[src/rtl/id_decode_stage_if.sv]
// IF -> ID handshake, pipeline control inputs and the ID/EX register outputs
// consumed by the EX-stage ALU.
interface id_decode_stage_if #(
    parameter int XLEN = 32
);
    logic            if_valid;
    logic [31:0]     if_inst;
    logic [XLEN-1:0] if_pc;
    logic            if_ready;
    logic            stall_in;
    logic            ex_jb;
    logic            id_valid;
    logic [XLEN-1:0] id_pc;
    logic [4:0]      id_opcode;
    logic [2:0]      id_func3;
    logic            id_func7;
    logic [4:0]      id_rs1;
    logic [4:0]      id_rs2;
    logic [4:0]      id_rd;
    logic [31:0]     id_imm;
    logic            id_use_rs1;
    logic            id_use_rs2;
    logic            id_reg_write;
    logic            id_mem_read;
    logic            id_mem_write;
    logic            id_illegal;

    modport master (
        input  if_valid, if_inst, if_pc, stall_in, ex_jb,
        output if_ready, id_valid, id_pc, id_opcode, id_func3, id_func7,
               id_rs1, id_rs2, id_rd, id_imm, id_use_rs1, id_use_rs2,
               id_reg_write, id_mem_read, id_mem_write, id_illegal
    );

    modport slave (
        output if_valid, if_inst, if_pc, stall_in, ex_jb,
        input  if_ready, id_valid, id_pc, id_opcode, id_func3, id_func7,
               id_rs1, id_rs2, id_rd, id_imm, id_use_rs1, id_use_rs2,
               id_reg_write, id_mem_read, id_mem_write, id_illegal
    );
endinterface

[src/rtl/id_decode_stage.sv]
// RV32I instruction decode stage: decodes if_inst into the ID/EX register,
// handles load-use bubbles, branch/jump flush and global stall.
module id_decode_stage #(
    parameter int XLEN           = 32,
    parameter bit NOP_ON_ILLEGAL = 1'b1
) (
    input logic               clk,
    input logic               rst,
    id_decode_stage_if.master bus
);
    typedef enum logic [4:0] {
        OP_LOAD   = 5'b00000,
        OP_IALU   = 5'b00100,
        OP_AUIPC  = 5'b00101,
        OP_STORE  = 5'b01000,
        OP_R      = 5'b01100,
        OP_LUI    = 5'b01101,
        OP_BRANCH = 5'b11000,
        OP_JALR   = 5'b11001,
        OP_JAL    = 5'b11011
    } opcode_e;

    typedef struct packed {
        logic            valid;
        logic [XLEN-1:0] pc;
        logic [4:0]      opcode;
        logic [2:0]      func3;
        logic            func7;
        logic [4:0]      rs1;
        logic [4:0]      rs2;
        logic [4:0]      rd;
        logic [31:0]     imm;
        logic            use_rs1;
        logic            use_rs2;
        logic            reg_write;
        logic            mem_read;
        logic            mem_write;
        logic            illegal;
    } entry_t;

    entry_t q, nxt;

    logic [31:0] inst;
    logic [4:0]  opc, rs1, rs2, rd;
    logic [2:0]  f3;
    logic [6:0]  f7;
    logic        legal, func7, use1, use2, wr, mr, mw;
    logic [31:0] imm;
    logic        hazard;

    assign inst = bus.if_inst;
    assign opc  = inst[6:2];
    assign f3   = inst[14:12];
    assign f7   = inst[31:25];
    assign rs1  = inst[19:15];
    assign rs2  = inst[24:20];
    assign rd   = inst[11:7];

    always_comb begin
        legal = 1'b0;
        func7 = 1'b0;
        imm   = '0;
        use1  = 1'b0;
        use2  = 1'b0;
        wr    = 1'b0;
        mr    = 1'b0;
        mw    = 1'b0;
        case (opc)
            OP_R: begin
                legal = (f7 == 7'b0000000) ||
                        (f7 == 7'b0100000 && (f3 == 3'b000 || f3 == 3'b101));
                func7 = inst[30];
                use1  = 1'b1;
                use2  = 1'b1;
                wr    = 1'b1;
            end
            OP_IALU: begin
                if (f3 == 3'b001)
                    legal = (f7 == 7'b0000000);
                else if (f3 == 3'b101)
                    legal = (f7 == 7'b0000000) || (f7 == 7'b0100000);
                else
                    legal = 1'b1;
                func7 = (f3 == 3'b001 || f3 == 3'b101) ? inst[30] : 1'b0;
                imm   = {{20{inst[31]}}, inst[31:20]};
                use1  = 1'b1;
                wr    = 1'b1;
            end
            OP_LOAD: begin
                legal = 1'b1;
                imm   = {{20{inst[31]}}, inst[31:20]};
                use1  = 1'b1;
                wr    = 1'b1;
                mr    = 1'b1;
            end
            OP_STORE: begin
                legal = 1'b1;
                imm   = {{20{inst[31]}}, inst[31:25], inst[11:7]};
                use1  = 1'b1;
                use2  = 1'b1;
                mw    = 1'b1;
            end
            OP_BRANCH: begin
                legal = (f3 != 3'b010) && (f3 != 3'b011);
                imm   = {{19{inst[31]}}, inst[31], inst[7], inst[30:25], inst[11:8], 1'b0};
                use1  = 1'b1;
                use2  = 1'b1;
            end
            OP_LUI, OP_AUIPC: begin
                legal = 1'b1;
                imm   = {inst[31:12], 12'b0};
                wr    = 1'b1;
            end
            OP_JAL: begin
                legal = 1'b1;
                imm   = {{11{inst[31]}}, inst[31], inst[19:12], inst[20], inst[30:21], 1'b0};
                wr    = 1'b1;
            end
            OP_JALR: begin
                legal = 1'b1;
                imm   = {{20{inst[31]}}, inst[31:20]};
                use1  = 1'b1;
                wr    = 1'b1;
            end
            default: legal = 1'b0;
        endcase
        legal = legal && (inst[1:0] == 2'b11);
        // An undecodable word must not read operands or cause side effects in EX.
        use1 = use1 && legal;
        use2 = use2 && legal;
        wr   = wr && legal && (rd != 5'd0);
        mr   = mr && legal;
        mw   = mw && legal;
    end

    assign hazard = bus.if_valid && q.valid && q.mem_read && (q.rd != 5'd0) &&
                    ((use1 && rs1 == q.rd) || (use2 && rs2 == q.rd));

    assign bus.if_ready = !bus.stall_in && (bus.ex_jb || !hazard);

    always_comb begin
        nxt = '0;
        if (bus.ex_jb || hazard || !bus.if_valid) begin
            nxt = '0;
        end else if (!legal && NOP_ON_ILLEGAL) begin
            nxt.illegal = 1'b1;
        end else begin
            nxt.valid     = 1'b1;
            nxt.pc        = bus.if_pc;
            nxt.opcode    = opc;
            nxt.func3     = f3;
            nxt.func7     = func7;
            nxt.rs1       = rs1;
            nxt.rs2       = rs2;
            nxt.rd        = rd;
            nxt.imm       = imm;
            nxt.use_rs1   = use1;
            nxt.use_rs2   = use2;
            nxt.reg_write = wr;
            nxt.mem_read  = mr;
            nxt.mem_write = mw;
            nxt.illegal   = !legal;
        end
    end

    always_ff @(posedge clk or posedge rst) begin
        if (rst)
            q <= '0;
        else if (!bus.stall_in)
            q <= nxt;
    end

    assign bus.id_valid     = q.valid;
    assign bus.id_pc        = q.pc;
    assign bus.id_opcode    = q.opcode;
    assign bus.id_func3     = q.func3;
    assign bus.id_func7     = q.func7;
    assign bus.id_rs1       = q.rs1;
    assign bus.id_rs2       = q.rs2;
    assign bus.id_rd        = q.rd;
    assign bus.id_imm       = q.imm;
    assign bus.id_use_rs1   = q.use_rs1;
    assign bus.id_use_rs2   = q.use_rs2;
    assign bus.id_reg_write = q.reg_write;
    assign bus.id_mem_read  = q.mem_read;
    assign bus.id_mem_write = q.mem_write;
    assign bus.id_illegal   = q.illegal;
endmodule

[src/flat_wrapper.sv]
// flat-port wrapper written by rule: the top's interface ports become plain ports
module id_decode_stage_flat 
#(
    parameter int XLEN           = 32,
    parameter bit NOP_ON_ILLEGAL = 1'b1
)
  (clk, rst, bus_if_valid, bus_if_inst, bus_if_pc, bus_stall_in, bus_ex_jb, bus_if_ready, bus_id_valid, bus_id_pc, bus_id_opcode, bus_id_func3, bus_id_func7, bus_id_rs1, bus_id_rs2, bus_id_rd, bus_id_imm, bus_id_use_rs1, bus_id_use_rs2, bus_id_reg_write, bus_id_mem_read, bus_id_mem_write, bus_id_illegal);
  id_decode_stage_if #(.XLEN(XLEN)) bus_i ();
  input logic clk;
  input logic rst;
  input wire logic [$bits(bus_i.if_valid)-1:0] bus_if_valid;
  input wire logic [$bits(bus_i.if_inst)-1:0] bus_if_inst;
  input wire logic [$bits(bus_i.if_pc)-1:0] bus_if_pc;
  input wire logic [$bits(bus_i.stall_in)-1:0] bus_stall_in;
  input wire logic [$bits(bus_i.ex_jb)-1:0] bus_ex_jb;
  output wire logic [$bits(bus_i.if_ready)-1:0] bus_if_ready;
  output wire logic [$bits(bus_i.id_valid)-1:0] bus_id_valid;
  output wire logic [$bits(bus_i.id_pc)-1:0] bus_id_pc;
  output wire logic [$bits(bus_i.id_opcode)-1:0] bus_id_opcode;
  output wire logic [$bits(bus_i.id_func3)-1:0] bus_id_func3;
  output wire logic [$bits(bus_i.id_func7)-1:0] bus_id_func7;
  output wire logic [$bits(bus_i.id_rs1)-1:0] bus_id_rs1;
  output wire logic [$bits(bus_i.id_rs2)-1:0] bus_id_rs2;
  output wire logic [$bits(bus_i.id_rd)-1:0] bus_id_rd;
  output wire logic [$bits(bus_i.id_imm)-1:0] bus_id_imm;
  output wire logic [$bits(bus_i.id_use_rs1)-1:0] bus_id_use_rs1;
  output wire logic [$bits(bus_i.id_use_rs2)-1:0] bus_id_use_rs2;
  output wire logic [$bits(bus_i.id_reg_write)-1:0] bus_id_reg_write;
  output wire logic [$bits(bus_i.id_mem_read)-1:0] bus_id_mem_read;
  output wire logic [$bits(bus_i.id_mem_write)-1:0] bus_id_mem_write;
  output wire logic [$bits(bus_i.id_illegal)-1:0] bus_id_illegal;
  assign bus_i.if_valid = bus_if_valid;
  assign bus_i.if_inst = bus_if_inst;
  assign bus_i.if_pc = bus_if_pc;
  assign bus_i.stall_in = bus_stall_in;
  assign bus_i.ex_jb = bus_ex_jb;
  assign bus_if_ready = bus_i.if_ready;
  assign bus_id_valid = bus_i.id_valid;
  assign bus_id_pc = bus_i.id_pc;
  assign bus_id_opcode = bus_i.id_opcode;
  assign bus_id_func3 = bus_i.id_func3;
  assign bus_id_func7 = bus_i.id_func7;
  assign bus_id_rs1 = bus_i.id_rs1;
  assign bus_id_rs2 = bus_i.id_rs2;
  assign bus_id_rd = bus_i.id_rd;
  assign bus_id_imm = bus_i.id_imm;
  assign bus_id_use_rs1 = bus_i.id_use_rs1;
  assign bus_id_use_rs2 = bus_i.id_use_rs2;
  assign bus_id_reg_write = bus_i.id_reg_write;
  assign bus_id_mem_read = bus_i.id_mem_read;
  assign bus_id_mem_write = bus_i.id_mem_write;
  assign bus_id_illegal = bus_i.id_illegal;
  id_decode_stage #(.XLEN(XLEN), .NOP_ON_ILLEGAL(NOP_ON_ILLEGAL)) u_core (.clk(clk), .rst(rst), .bus(bus_i));
endmodule
[config.mk]
export PLATFORM = sky130hd
export DESIGN_NAME = id_decode_stage_flat
export DESIGN_NICKNAME = d
export VERILOG_FILES = /design/src/rtl/id_decode_stage_if.sv /design/src/rtl/id_decode_stage.sv /design/src/flat_wrapper.sv
export SDC_FILE = /design/constraint.sdc
export NUM_CORES = 1
export LEC_CHECK = 0
export BUFFER_PORTS_ARGS = -buffer_cell sky130_fd_sc_hd__buf_4
export CORE_ASPECT_RATIO = 1.25
export CORE_MARGIN = 2
export CORE_UTILIZATION = 45
export DETAILED_ROUTE_END_ITERATION = 8
export GPL_TIMING_DRIVEN = 0
export PLACE_DENSITY = 0.72
export SETUP_SLACK_MARGIN = 0.2
export SLEW_MARGIN = 20
export SYNTH_ARGS = -nofsm -noshare
export SYNTH_HDL_FRONTEND = slang
export SYNTH_SLANG_ARGS = --single-unit
[constraint.sdc]
create_clock -name clk -period 4.3 [get_ports clk]
set_clock_uncertainty 0.2 [all_clocks]
set_input_delay 0.215 -clock clk [delete_from_list [all_inputs] [get_ports clk]]
set_output_delay 0.215 -clock clk [all_outputs]
set_load 0.03 [all_outputs]
==> impl_metrics.py <==
metrics = {
    "die": {
        "die_x_um": 92.1,
        "pin_count": 165,
        "rows": 40,
        "dieArea_um2": 10500,
        "dieHeight_um": 114,
        "core-area_um2": 9510,
        "start_util_pct": 45.9,
    },
    "synthesis": {
        "ys_async_sr_fraction_pct": 100,
        "yosysWarnings": 0,
        "synth_xor_area_share_pct": 2.21,
        "ys_seq_elements": 95,
        "synthCells": 343,
        "synth_cell_types": 43,
        "syn_nets": 412,
        "ys.flop_type": "dfrtp_1",
        "synth_area_leader_cell": "dfrtp_1",
        "synth-adder-area-share_pct": 0,
        "ys_seq_area_share_pct": 54.4,
        "yosys.area_share.simple_pct": 6.48,
        "synth_area_um2": 4370,
        "muxShareOfSynthArea_pct": 0,
        "synth_compound_area_share_pct": 30.6,
        "synth_edf_count": 0,
        "syn_avg_cell_area_um2": 12.7,
        "synthTopCellsByCount": "dfrtp_1, a32o_1, clkbuf_1",
        "synth_top_family_by_area": "compound AO/OA/AOI/OAI gates",
        "synth.area.top_cells": "dfrtp_1, a32o_1, a22o_1, buf_6, buf_4",
        "synth.most_common_cell": "dfrtp_1",
        "yosysTopAreaCellShare_pct": 54.4,
    },
    "drt": {
        "viasPerCell": 5.84,
        "drc": 0,
        "vias": 4114,
        "avgRoutedWirePerCell_um": 19.9,
        "drt_iter0_drc": 258,
        "first_pass_iters": 5,
        "ant_nets": 0,
        "wl_mm": 14.0,
    },
    "critical_path": {
        "r2r_end": "u_core.bus.id_rs2[2]",
        "cpLargestDelayFamily": "buffers and inverters",
        "setup.worst_path.class": "primary input to primary output",
        "critPathSlowestCell": "nor4_1",
        "critPathBufInv": 3,
        "r2r_cells": 5,
        "worst_setup_path_start_kind": "primary input",
        "cp_max_fo": 3,
        "cp_slowest_stage_delay_ns": 0.62,
        "crit_path_frequent_cell": "buf_4",
        "cp.required_ns": 3.88,
        "crit_arrival_ns": 2.64,
        "worstReg2RegStart": "u_core.bus.id_rd[1]",
        "cp_num_cells": 8,
        "worst_setup_path_end_kind": "primary output",
        "r2r_slack_ns": 1.94,
        "path_cells": "dlygate4sd3_1, buf_4, nor4_1, nand3_1, a211oi_1, o211a_1, a21oi_1, buf_4",
    },
    "clock_tree": {
        "numCtsBuffers": 9,
        "post-cts-setup-buffer-count": 0,
        "clkLatencyLatePin_ns": 0.35,
        "cts_buffer_depth": 2,
        "clock-sinks": 95,
        "cts_resized": 0,
        "cts_tree": "done",
        "htree_levels": 3,
        "hold_buffers": 55,
        "cts-root-buf": "clkbuf_16",
        "path_clk_slew_ns": 0.07,
    },
    "placement": {
        "post-place-ws_ns": 1.59,
        "io_buffers": 163,
        "post-dp-hpwl_mm": 9.66,
        "gp_congestion": 0.896,
    },
    "sta": {
        "final.setup.tns_ns": 0,
        "worst_slack_ns": 1.24,
        "finalHoldViolCount": 0,
        "tightest_slew_ns": 0.705,
        "period_share_pct": 71.1,
        "rsz0062_at_grt": "false",
        "relSlewSlack_pct": 52.6,
        "fmax_mhz": 327,
        "final-max-slew-violation-count": 0,
        "setup-violations-final": 0,
        "min_period_ns": 3.06,
    },
    "global_routing": {
        "antenna_found_initial": 0,
        "grt.total_usage_pct": 26.8,
        "grt_overflow": 0,
        "grt_pass1_vias": 4310,
        "grt_max_degree": 69,
        "grt_pass1_wl_mm": 22.1,
    },
    "final_layout": {
        "fill_cells": 731,
        "seq_area_um2": 2380,
        "area_growth_pct": 52.7,
        "nNetsFinal": 642,
        "multi_input_area_um2": 1720,
        "n_antenna_cell": 0,
        "drive_above_1_share_pct": 35.6,
    },
    "power_and_ir_drop": {
        "p_per_area_nw_per_um2": 303,
        "p_leak_uw": 0.00330,
        "vdd_ir_drop_max_mv": 0.283,
    },
    "run": {
        "max_cap_viol_count": 0,
    },
    "hold_path": {
        "hp-start": "bus_if_inst[27]",
        "holdPathEnd": "u_core.bus.id_imm[27]",
        "hold_path_class": "primary input to flip-flop",
        "hold_depth": 3,
    },
    "run_status": {
        "status": "finished clean",
    },
}
[cells by family after synthesis]
group / Yosys count
buffers and inverters: 44
XOR/XNOR: 11
AO/OA/AOI/OAI: 143
flip-flops: 95
AND/OR/NAND/NOR: 50
[through the flow]
stage          area, um^2  cells  total power (uW)  hold slack (ns)  util (%)
2_1_floorplan        4370    343              1010            0.109         -
3_3_place_gp         5750    632              1110            0.221      60.4
3_5_place_dp         5780    633              1120         -0.00287      60.8
4_1_cts              6660    704              2030           0.0631      70.1
5_1_grt              6670    704              2090           0.0689      70.1
6_report             6670    704              2020           0.0652      70.1
[worst min-delay path: stages]
cell and delay (ns):
buf_4 0.10, a22o_1 0.12, a32o_1 0.15
[flip-flops by register name, summed over array words and instances, names as in the netlist]
register / cells
u_core.bus.id_func3: 3
u_core.bus.id_func7: 1
u_core.bus.id_illegal: 1
u_core.bus.id_imm: 32
u_core.bus.id_mem_read: 1
u_core.bus.id_mem_write: 1
u_core.bus.id_opcode: 5
u_core.bus.id_pc: 32
u_core.bus.id_rd: 5
u_core.bus.id_reg_write: 1
u_core.bus.id_rs1: 5
u_core.bus.id_rs2: 5
u_core.bus.id_use_rs1: 1
u_core.bus.id_use_rs2: 1
u_core.bus.id_valid: 1
[cell usage in the layout, fill, tap and decap left out, types with 4 or more instances in the layout]
| master | instances |
|---|---|
| buf_4 | 173 |
| xor2_1 | 6 |
| nand2_1 | 9 |
| and2_1 | 10 |
| nor2b_1 | 5 |
| nor2_1 | 8 |
| dlygate4sd3_1 | 55 |
| xnor2_1 | 5 |
| a21o_1 | 8 |
| clkbuf_16 | 9 |
| nor3_1 | 4 |
| a22o_1 | 16 |
| buf_6 | 9 |
| a21oi_1 | 5 |
| dfrtp_1 | 95 |
| clkbuf_1 | 17 |
| a32o_1 | 92 |
[layout make-up]
cell class	instances	area share, %
Clock buffer	10	3.58
Buffer	40	3.88
Multi-Input combinational cell	204	25.8
Clock inverter	6	1.39
Timing Repair Buffer	219	27.0
Tap cell	126	2.36
Inverter	4	0.300
Sequential cell	95	35.7
[worst max path at each step]
stage                                   to  slack, ns            start
finish                        bus_if_ready       1.24  bus_if_inst[26]
global route                  bus_if_ready       1.13  bus_if_inst[26]
CTS                           bus_if_ready       1.31  bus_if_inst[26]
detailed placement   u_core.bus.id_use_rs2       1.59  bus_if_inst[25]
global placement      u_core.bus.id_rs1[2]       0.32              rst
floorplan           u_core.bus.id_func3[0]       1.41              rst
[metal layers]
metal / vias up / wire, um / global-route usage [%]
li1: 1849 / - / -
met1: 2046 / 5680 / 34.6
met2: 186 / 7090 / 45.1
met3: 33 / 849 / 3.88
met4: 0 / 360 / 12.0
met5: - / 0 / 0
[power breakdown]
group	total (uW)	internal, uW	switching, uW	leakage [uW]
clock	879	529	350	0.000155
combinational	239	116	123	0.00182
sequential	902	899	3.80	0.00133
Power figures use the tool's default switching activity.
